<file path="config.mk">
export PLATFORM = sky130hd
export DESIGN_NAME = game_row_shifter
export DESIGN_NICKNAME = d
export VERILOG_FILES = /design/src/rtl/game_pkg.sv /design/src/rtl/game_cell_counter.sv /design/src/rtl/game_row_shifter.sv
export SDC_FILE = /design/constraint.sdc
export NUM_CORES = 1
export LEC_CHECK = 0
export BUFFER_PORTS_ARGS = -buffer_cell sky130_fd_sc_hd__buf_2
export CORE_MARGIN = 2
export CORE_UTILIZATION = 59
export CTS_CLUSTER_SIZE = 10
export DETAILED_ROUTE_END_ITERATION = 7
export PLACE_DENSITY = 0.84
export SYNTH_ARGS = -nofsm -noshare
export SYNTH_HDL_FRONTEND = slang
export SYNTH_SLANG_ARGS = --single-unit
</file>
<file path="constraint.sdc">
create_clock -name clk -period 4.9 [get_ports clk]
set_input_delay 1.225 -clock clk [delete_from_list [all_inputs] [get_ports clk]]
set_output_delay 1.225 -clock clk [all_outputs]
set_load 0.01 [all_outputs]
</file>
<file path="src/rtl/game_pkg.sv">
// Shared board geometry, cell/index types and the row-shifter state encoding.
package game_pkg;

  localparam int unsigned BOARD_W = 10;
  localparam int unsigned BOARD_H = 20;
  localparam int unsigned CELL_W  = 3;
  localparam int unsigned X_W     = $clog2(BOARD_W);
  localparam int unsigned Y_W     = $clog2(BOARD_H);

  typedef logic [CELL_W-1:0] cell_t;
  typedef logic [X_W-1:0]    x_t;
  typedef logic [Y_W-1:0]    y_t;

  typedef enum logic [2:0] {
    ST_IDLE = 3'd0,
    ST_RD   = 3'd1,
    ST_WR   = 3'd2,
    ST_ZERO = 3'd3,
    ST_DONE = 3'd4
  } shift_state_t;

endpackage

</file>
<file path="src/rtl/game_cell_counter.sv">
// Column up-counter and row down-counter walking the board during a row shift.
// Exposes both current and next values so the owner can register addresses
// that line up with the state being entered.
module game_cell_counter
  import game_pkg::*;
(
  input  logic clk,
  input  logic rst_n,
  input  logic i_x_clr,
  input  logic i_x_inc,
  input  logic i_y_load,
  input  y_t   i_y_val,
  input  logic i_y_dec,
  output x_t   o_x,
  output x_t   o_x_nxt,
  output y_t   o_y,
  output y_t   o_y_nxt,
  output logic o_x_last,
  output logic o_y_eq_1
);

  x_t r_x;
  y_t r_y;
  x_t w_x_nxt;
  y_t w_y_nxt;

  assign o_x      = r_x;
  assign o_y      = r_y;
  assign o_x_nxt  = w_x_nxt;
  assign o_y_nxt  = w_y_nxt;
  assign o_x_last = (r_x == x_t'(BOARD_W - 1));
  assign o_y_eq_1 = (r_y == y_t'(1));

  // Next-value logic; neither counter ever steps past its bound.
  always_comb begin
    w_x_nxt = r_x;
    w_y_nxt = r_y;
    if (i_x_clr) begin
      w_x_nxt = '0;
    end else if (i_x_inc && !o_x_last) begin
      w_x_nxt = r_x + x_t'(1);
    end
    if (i_y_load) begin
      w_y_nxt = i_y_val;
    end else if (i_y_dec && (r_y != '0)) begin
      w_y_nxt = r_y - y_t'(1);
    end
  end

  // Counter registers.
  always_ff @(posedge clk or negedge rst_n) begin
    if (!rst_n) begin
      r_x <= '0;
      r_y <= '0;
    end else begin
      r_x <= w_x_nxt;
      r_y <= w_y_nxt;
    end
  end

endmodule

</file>
<file path="src/rtl/game_row_shifter.sv">
// Collapses the board above a cleared row: every row above row_y moves down one,
// row 0 is blanked, then shift_done is raised until the checker acknowledges.
module game_row_shifter
  import game_pkg::*;
(
  input  logic  clk,
  input  logic  reset,
  input  logic  clear,
  input  logic  reset_shifter,
  input  y_t    row_y,
  output x_t    rd_x,
  output y_t    rd_y,
  input  cell_t rd_data,
  output logic  wr_en,
  output x_t    wr_x,
  output y_t    wr_y,
  output cell_t wr_data,
  output logic  busy,
  output logic  shift_done
);

  shift_state_t r_state;
  logic         r_wr_en;
  logic         r_busy;
  logic         r_shift_done;
  x_t           r_rd_x;
  x_t           r_wr_x;
  y_t           r_rd_y;
  y_t           r_wr_y;
  cell_t        r_wr_data;

  logic w_x_clr;
  logic w_x_inc;
  logic w_y_load;
  logic w_y_dec;
  logic w_x_last;
  logic w_y_eq_1;
  logic w_ry_oob;
  x_t   w_x;
  x_t   w_x_nxt;
  y_t   w_y;
  y_t   w_y_nxt;

  assign w_ry_oob = (32'(row_y) >= BOARD_H);

  game_cell_counter u_cnt (
    .clk      (clk),
    .rst_n    (reset),
    .i_x_clr  (w_x_clr),
    .i_x_inc  (w_x_inc),
    .i_y_load (w_y_load),
    .i_y_val  (row_y),
    .i_y_dec  (w_y_dec),
    .o_x      (w_x),
    .o_x_nxt  (w_x_nxt),
    .o_y      (w_y),
    .o_y_nxt  (w_y_nxt),
    .o_x_last (w_x_last),
    .o_y_eq_1 (w_y_eq_1)
  );

  // Counter steering: x walks each row, y steps up the board after each row.
  always_comb begin
    w_x_clr  = 1'b0;
    w_x_inc  = 1'b0;
    w_y_load = 1'b0;
    w_y_dec  = 1'b0;
    case (r_state)
      ST_IDLE: begin
        if (clear) begin
          w_x_clr  = 1'b1;
          w_y_load = !w_ry_oob && (row_y != '0);
        end
      end
      ST_WR: begin
        if (!w_x_last) begin
          w_x_inc = 1'b1;
        end else begin
          w_x_clr = 1'b1;
          w_y_dec = !w_y_eq_1;
        end
      end
      ST_ZERO: begin
        if (w_x_last) begin
          w_x_clr = 1'b1;
        end else begin
          w_x_inc = 1'b1;
        end
      end
      default: ;
    endcase
  end

  // State machine with registered outputs set on entry to each state.
  always_ff @(posedge clk or negedge reset) begin
    if (!reset) begin
      r_state      <= ST_IDLE;
      r_wr_en      <= 1'b0;
      r_busy       <= 1'b0;
      r_shift_done <= 1'b0;
      r_rd_x       <= '0;
      r_rd_y       <= '0;
      r_wr_x       <= '0;
      r_wr_y       <= '0;
      r_wr_data    <= '0;
    end else begin
      case (r_state)
        ST_IDLE: begin
          if (clear) begin
            r_busy <= 1'b1;
            if (w_ry_oob) begin
              r_state      <= ST_DONE;
              r_shift_done <= 1'b1;
            end else if (row_y == '0) begin
              r_state   <= ST_ZERO;
              r_wr_en   <= 1'b1;
              r_wr_x    <= w_x_nxt;
              r_wr_y    <= '0;
              r_wr_data <= '0;
            end else begin
              r_state <= ST_RD;
              r_rd_x  <= w_x_nxt;
              r_rd_y  <= w_y_nxt - y_t'(1);
            end
          end
        end
        ST_RD: begin
          r_state <= ST_WR;
          r_wr_en <= 1'b1;
          r_wr_x  <= w_x;
          r_wr_y  <= w_y;
        end
        ST_WR: begin
          r_wr_data <= rd_data;
          if (!w_x_last || !w_y_eq_1) begin
            // y_nxt is at least 1 here, so the source row never underflows
            r_state <= ST_RD;
            r_wr_en <= 1'b0;
            r_rd_x  <= w_x_nxt;
            r_rd_y  <= w_y_nxt - y_t'(1);
          end else begin
            r_state   <= ST_ZERO;
            r_wr_x    <= w_x_nxt;
            r_wr_y    <= '0;
            r_wr_data <= '0;
          end
        end
        ST_ZERO: begin
          if (w_x_last) begin
            r_state      <= ST_DONE;
            r_wr_en      <= 1'b0;
            r_shift_done <= 1'b1;
          end else begin
            r_wr_x <= w_x_nxt;
          end
        end
        ST_DONE: begin
          if (reset_shifter || !clear) begin
            r_state      <= ST_IDLE;
            r_shift_done <= 1'b0;
            r_busy       <= 1'b0;
          end
        end
        default: r_state <= ST_IDLE;
      endcase
    end
  end

  assign rd_x       = r_rd_x;
  assign rd_y       = r_rd_y;
  assign wr_en      = r_wr_en;
  assign wr_x       = r_wr_x;
  assign wr_y       = r_wr_y;
  assign busy       = r_busy;
  assign shift_done = r_shift_done;
  // RAM data arrives in the WR cycle itself, so it is forwarded straight through.
  assign wr_data    = (r_state == ST_WR) ? rd_data : r_wr_data;

endmodule

</file>
# Word level (Yosys, flattened, before mapping)
# Cells that the tools add are included.
dict set report word_totals {
  reg_bits 36
  input_bits 12
  word_cells 118
}
dict set report classes {
  n_addsub 3
  order_cmp 1
  eq_ne 16
  n_mux 60
  n_reduce_logical 27
}
# operator n
set op_table {}
lappend op_table {{$mux W5} 10}
lappend op_table {{$mux W4} 11}
lappend op_table {{$mux W3} 9}
lappend op_table {{$mux W1} 18}
lappend op_table {{$ne A2 B2 Y1 const B} 9}
lappend op_table {{$pmux W4 S4} 1}
lappend op_table {{$pmux W3 S5} 1}
lappend op_table {{$pmux W5 S3} 1}
lappend op_table {{$reduce_and A5 Y1} 3}
lappend op_table {{$reduce_and A6 Y1} 2}
lappend op_table {{$pmux W5 S2} 1}
lappend op_table {{$reduce_bool A5 Y1} 2}
lappend op_table {{$sub A5 B1 Y5 const B} 2}
lappend op_table {{$pmux W4 S2} 1}
lappend op_table {{$eq A3 B2 Y1 const B} 2}
lappend op_table {{$pmux W3 S2} 1}
lappend op_table {{$reduce_and A3 Y1} 2}
lappend op_table {{$reduce_bool A3 Y1} 2}
lappend op_table {{$eq A5 B1 Y1 const B} 1}
lappend op_table {{$ge A5 B5 Y1 const B} 1}
lappend op_table {{$logic_not A5 Y1} 1}
lappend op_table {{$add A4 B1 Y4 const B} 1}
lappend op_table {{$eq A4 B4 Y1 const B} 1}
lappend op_table {{$logic_not A1 Y1} 4}
lappend op_table {{other kinds (14)} 20}

# Logic depth before layout (Yosys ltp)
dict set report depth {
  ltp_word 12
  ltp_mapped 10
}

# Modules after synthesis
# A second synthesis with hierarchy kept.
dict set report hier_totals {
  hier_cells 179
  area_unflattened_um2 1934.4
}
# mod instances cells_per_inst area_per_inst_um2 seq_area_each_um2
set by_module_without_submodules {}
lappend by_module_without_submodules {game_row_shifter 1 122 1377.6 675.6}
lappend by_module_without_submodules {game_cell_counter 1 57 556.8 225.2}

# Worst setup path before layout
# Ideal clock, no wire load.
dict set report synth_path {
  path_type {input -> register}
  startpoint {in row_y[4]}
  endpoint {reg r_rd_y[3] (netlist: rd_y[3])}
  t_arrival_ns 2.851
  t_required_ns 4.818
  slack_ns 1.967
  path_stages 6
  path_buffers 0
  cell_sequence {or4_1 o211a_1 nand2_1 o21ai_1 or4_1 a31oi_1}
}
dict set report synth_via {
  elab_chain_len 11
  elab_cells_between_ends 17
  cone_classes {add/sub: 1; order compare: 1; eq/ne: 2; mux: 8; reduce/logical: 5}
}
# item line_no
set synth_rtl {}
lappend synth_rtl {{from (decl)} game_row_shifter.sv:10} ;# input y_t row_y,
lappend synth_rtl {{$ge A5 B5 Y1} game_row_shifter.sv:44} ;# assign w_ry_oob = (32'(row_y) >= BOARD_H);
lappend synth_rtl {{$logic_not A1 Y1} game_row_shifter.sv:72} ;# w_y_load = !w_ry_oob && (row_y != '0);
lappend synth_rtl {{$logic_and A1 B1 Y1 (*)} game_row_shifter.sv:72}
lappend synth_rtl {{$mux W1 (*)} game_row_shifter.sv:70} ;# if (clear) begin
lappend synth_rtl {{$mux W1 (*)} game_row_shifter.sv:68} ;# case (r_state)
lappend synth_rtl {{$mux W5 (*)} game_cell_counter.sv:43} ;# if (i_y_load) begin
lappend synth_rtl {{net u_cnt.o_y_nxt[2]} game_cell_counter.sv:17} ;# output y_t o_y_nxt,
lappend synth_rtl {{$sub A5 B1 Y5 (*)} {game_row_shifter.sv:123, game_row_shifter.sv:140}}
lappend synth_rtl {{$mux W5} game_row_shifter.sv:114} ;# end else if (row_y == '0) begin
lappend synth_rtl {{$mux W5} game_row_shifter.sv:111} ;# if (w_ry_oob) begin
lappend synth_rtl {{$mux W5} game_row_shifter.sv:109} ;# if (clear) begin
lappend synth_rtl {{$pmux W5 S2 (*)} game_row_shifter.sv:107} ;# case (r_state)
lappend synth_rtl {{to (signal assigned)} game_row_shifter.sv:123} ;# r_rd_y <= w_y_nxt - y_t'(1);
lappend synth_rtl {{to (signal assigned)} game_row_shifter.sv:140} ;# r_rd_y <= w_y_nxt - y_t'(1);
lappend synth_rtl {{to (decl)} game_row_shifter.sv:28} ;# y_t r_rd_y;
# Mark *: on every way through the listed nets, which the timed path passes. The rest lies on a longest branch. The select of a mux whose other input is x is not followed.
# A chain may end at the register's enable or synchronous reset.

# Final worst setup path
dict set report layout_path {
  startpoint {in row_y[4]}
  endpoint {reg r_rd_y[3] (netlist: rd_y[3])}
}
dict set report layout_via {
  elab_chain_len 11
  elab_cells_between_ends 17
  cone_classes {add/sub: 1; order compare: 1; eq/ne: 2; mux: 8; reduce/logical: 5}
}
# item line_no
set layout_rtl {}
lappend layout_rtl {{$ge A5 B5 Y1} game_row_shifter.sv:44}
lappend layout_rtl {{$logic_not A1 Y1} game_row_shifter.sv:72}
lappend layout_rtl {{$logic_and A1 B1 Y1} game_row_shifter.sv:72}
lappend layout_rtl {{$mux W1} game_row_shifter.sv:70}
lappend layout_rtl {{$mux W1} game_row_shifter.sv:68}
lappend layout_rtl {{$mux W5} game_cell_counter.sv:43}
lappend layout_rtl {{$sub A5 B1 Y5} {game_row_shifter.sv:123, game_row_shifter.sv:140}}
lappend layout_rtl {{$mux W5} game_row_shifter.sv:114}
lappend layout_rtl {{$mux W5} game_row_shifter.sv:111}
lappend layout_rtl {{$mux W5} game_row_shifter.sv:109}
lappend layout_rtl {{$pmux W5 S2} game_row_shifter.sv:107}
# Parallel ways exist; a longest one is shown, timed or not. The select of a mux whose other input is x is not followed.

==> results.md <==
- Outcome: complete, no violations
- Distinct cells, synth: 48
- Layout net count: 243
- Syn Inst Count: 189
- Row cnt: 20
- Commonest non-fill, non-tap cells in the layout: 36 x dfrtp_1, 35 x buf_2, 19 x nand2_1
- Top delay family on crit path: compound AO/OA/AOI/OAI gates
- Via count of the first global-routing pass: 1536
- F_max: 301.0 MHz
- DRT Pass-1 Iters: 4
- # DRC: 0
- Design Power: 1.434 mW
- Sequential share of the synthesized area: 0.4703
- Crit path capture type: register
- CTS resizes: 0
- Die W: 60.98 microns
- Max Buffers Root-to-Sink: 2
- Critical Path RT: 5.13 ns
- DIE AREA: 0.003719 sq mm
- Commonest non-fill, non-tap cell in the layout: dfrtp_1
- Critical path peak fanout: 16
- Post-synth EDFFs: 0
- Most used flip-flop cell after synthesis: dfrtp_1
- Hold-fix buffers, CTS: 0
- Starting Density: 0.6224
- Num Clock Sinks: 36
- Critical Path AT: 3.55 ns
- Hold Slack: 0.4877 ns
- Routed len/inst: 15.94 microns
- Max Cap Viol: 0
- Yosys reg bits: 36
- Pwr per Cell Area: 652.2 mW/mm^2
- Mean Syn Cell Area: 10.14 sq um
- Slowest stage delay, CP: 0.76 ns
- CTS tree: built
- Post-DP HPWL: 3267 microns
- Height of the die: 60.98 microns
- Startpoint types: input pin
- Maximum VDD drop: 0.3637 mV
- Crit path time final: 3.322 ns
- Antenna-violating nets left: 0
- Fill cells: 223
- Largest net degree at the start of global routing: 37
- Critical Path Slowest Stage Cell: o21ai_1
- CP Buf/Inv Count: 2
- Boundary Pins: 36
- Num CTS Buffers: 5
- Setup TNS: 0 ns
- Crit path kind: input pin to register
- Via count: 1593
- GP Congestion: 0.9894
- Register clock-pin slew on the reported worst setup and hold paths: 0.11 ns
- GRT overflow: 0
- Slack of the critical path: 1.578 ns
- Clk_lat worst skew: 0.35 ns
- Static Leak: 1.035 nW
- RSZ-0062 raised after global routing: no
- Worst slew margin: 0.3447
- Worst-Margin Slew: 0.9765 ns
- Core Region: 0.003078 sq mm
- Final worst-path cycle share: 0.6780
- Setup violators final: 0
- P&R area growth vs syn: 14.76%
- Ys Warns: 0
- Antenna diode count: 0
- Cells along the critical path: buf_2 > or4_1 > o2111a_1 > o21ai_1 > inv_1 > nor2_1 > a31oi_1
- Root Driver: clkbuf_4
- Place WS: 1.172 ns
- Iter 0 DRT Violations: 100
- Setup Fix Bufs, Post-CTS: 0
- Number of hold violations in the final report: 0
- Syn Nets: 207
- Worst hold path type: register to register
- Layout cells sized above 1: 0.2743
- H-tree Lvls: 2
- Initial antenna violation count: 0
- Total GRT Usage: 0.2684
- First-pass GRT wire length: 7141 microns
- Pins Over Slew Limit: 0
- Async SR Flop Fraction: 1.000
- Max Clock Skew: 0.004918 ns
- DRT Wirelength: 4305 microns
- Synthesized area: 0.001916 sq mm
- Vias per Instance: 5.900
- PortBufs: 35
## worst reg2reg max path, cell delays in order (launching register included)
cell and delay, ns:
dfrtp_1 0.60, nor4b_2 0.86, o211a_1 0.37, o21a_1 0.18
ha_1 0.20, o211ai_1 0.13, or4_1 0.40, nand3_1 0.09
## synth_stat cells, types with 2 or more instances
cell type  instances  area [sq um]
nor2_1            12         45.04
nand3_1            4         20.02
o21ai_1            4         20.02
mux2_2             7         78.83
o21a_1             2         15.01
nor3_1             6         30.03
dfrtp_1           36         900.9
o211ai_1           7         52.55
o21ai_0            8         40.04
xor2_1             2         17.52
or4_1              3         22.52
inv_1             10         37.54
nand2_1           19         71.32
a22o_1             4         35.03
a32o_1             3         30.03
a21oi_1           13         65.06
xnor2_1            2         17.52
nand2b_1           2         12.51
o31ai_1            5         37.54
mux2i_1            2         20.02
clkbuf_1           4         15.01
ha_1               6         75.07
a31oi_1            3         18.77
## layer usage
metal | part of all wire | up-vias | GRT usage
met2 | 0.52 | 56 | 0.4654
met1 | 0.42 | 767 | 0.3311
met4 | 0.017 | 0 | 0.07453
met3 | 0.048 | 10 | 0.07036
li1 | - | 760 | -
met5 | 0 | - | 0
## state kept, by name (all words and copies together), names as in the netlist
signal      cells
u_cnt.o_x       4
rd_x            4
r_wr_data       3
busy            1
rd_y            5
shift_done      1
wr_en           1
wr_x            4
wr_y            5
r_state         3
u_cnt.o_y       5
## stage by stage
step	utilization	cells	area, sq um
detailed placement	0.6882	262	2118
finish	0.7142	270	2198
CTS	0.7142	270	2198
floorplan	-	189	1916
global route	0.7142	270	2198
global placement	0.6882	262	2118
## path summary, 6_finish.rpt
kind | slack [ns] | start | endpoint | depth (start not counted)
max | 1.58 | row_y[4] | rd_y[3]$_DFFE_PN0P_ | 7
min | 0.49 | rd_y[2]$_DFFE_PN0P_ | rd_y[2]$_DFFE_PN0P_ | 2
max reg2reg | 2.02 | r_state[2]$_DFFE_PN0P_ | rd_y[4]$_DFFE_PN0P_ | 7
min reg2reg | 0.49 | rd_y[2]$_DFFE_PN0P_ | rd_y[2]$_DFFE_PN0P_ | 2
max in group asynchronous | 3.49 | reset | rd_y[1]$_DFFE_PN0P_ | 1
min in group asynchronous | 0.93 | reset | wr_y[4]$_DFFE_PN0P_ | 1
## kinds of logic after synthesis
logic type                 Yosys count  synth area share
adders and majority gates            6           0.03919
buffers and inverters               17           0.03592
DFF                                 36            0.4703
xor gates and xnor gates             4           0.01829
and+or+nand+nor                     58            0.1633
muxes                                9           0.05160
AOI/OAI and AO/OA                   59            0.2214
## where the power goes
group,switching [mW],leakage (nW),internal (mW),total (mW)
sequential,0.124,0.451,0.422,0.546
clock,0.103,0.0412,0.106,0.209
combinational,0.392,0.544,0.286,0.679
total,0.619,1.04,0.815,1.43
## area by class of cell
| type | instances | area, sq um | area share |
|---|---|---|---|
| clock buffers | 5 | 37.54 | 0.01707 |
| clock inverters | 3 | 42.54 | 0.01935 |
| inverters | 11 | 41.29 | 0.01878 |
| multi-input cells | 136 | 945.9 | 0.4303 |
| flip-flops and latches | 36 | 900.9 | 0.4098 |
| well taps | 44 | 55.05 | 0.02504 |
| repair buffers | 35 | 175.2 | 0.07968 |
(Power assumes the default switching activity.)
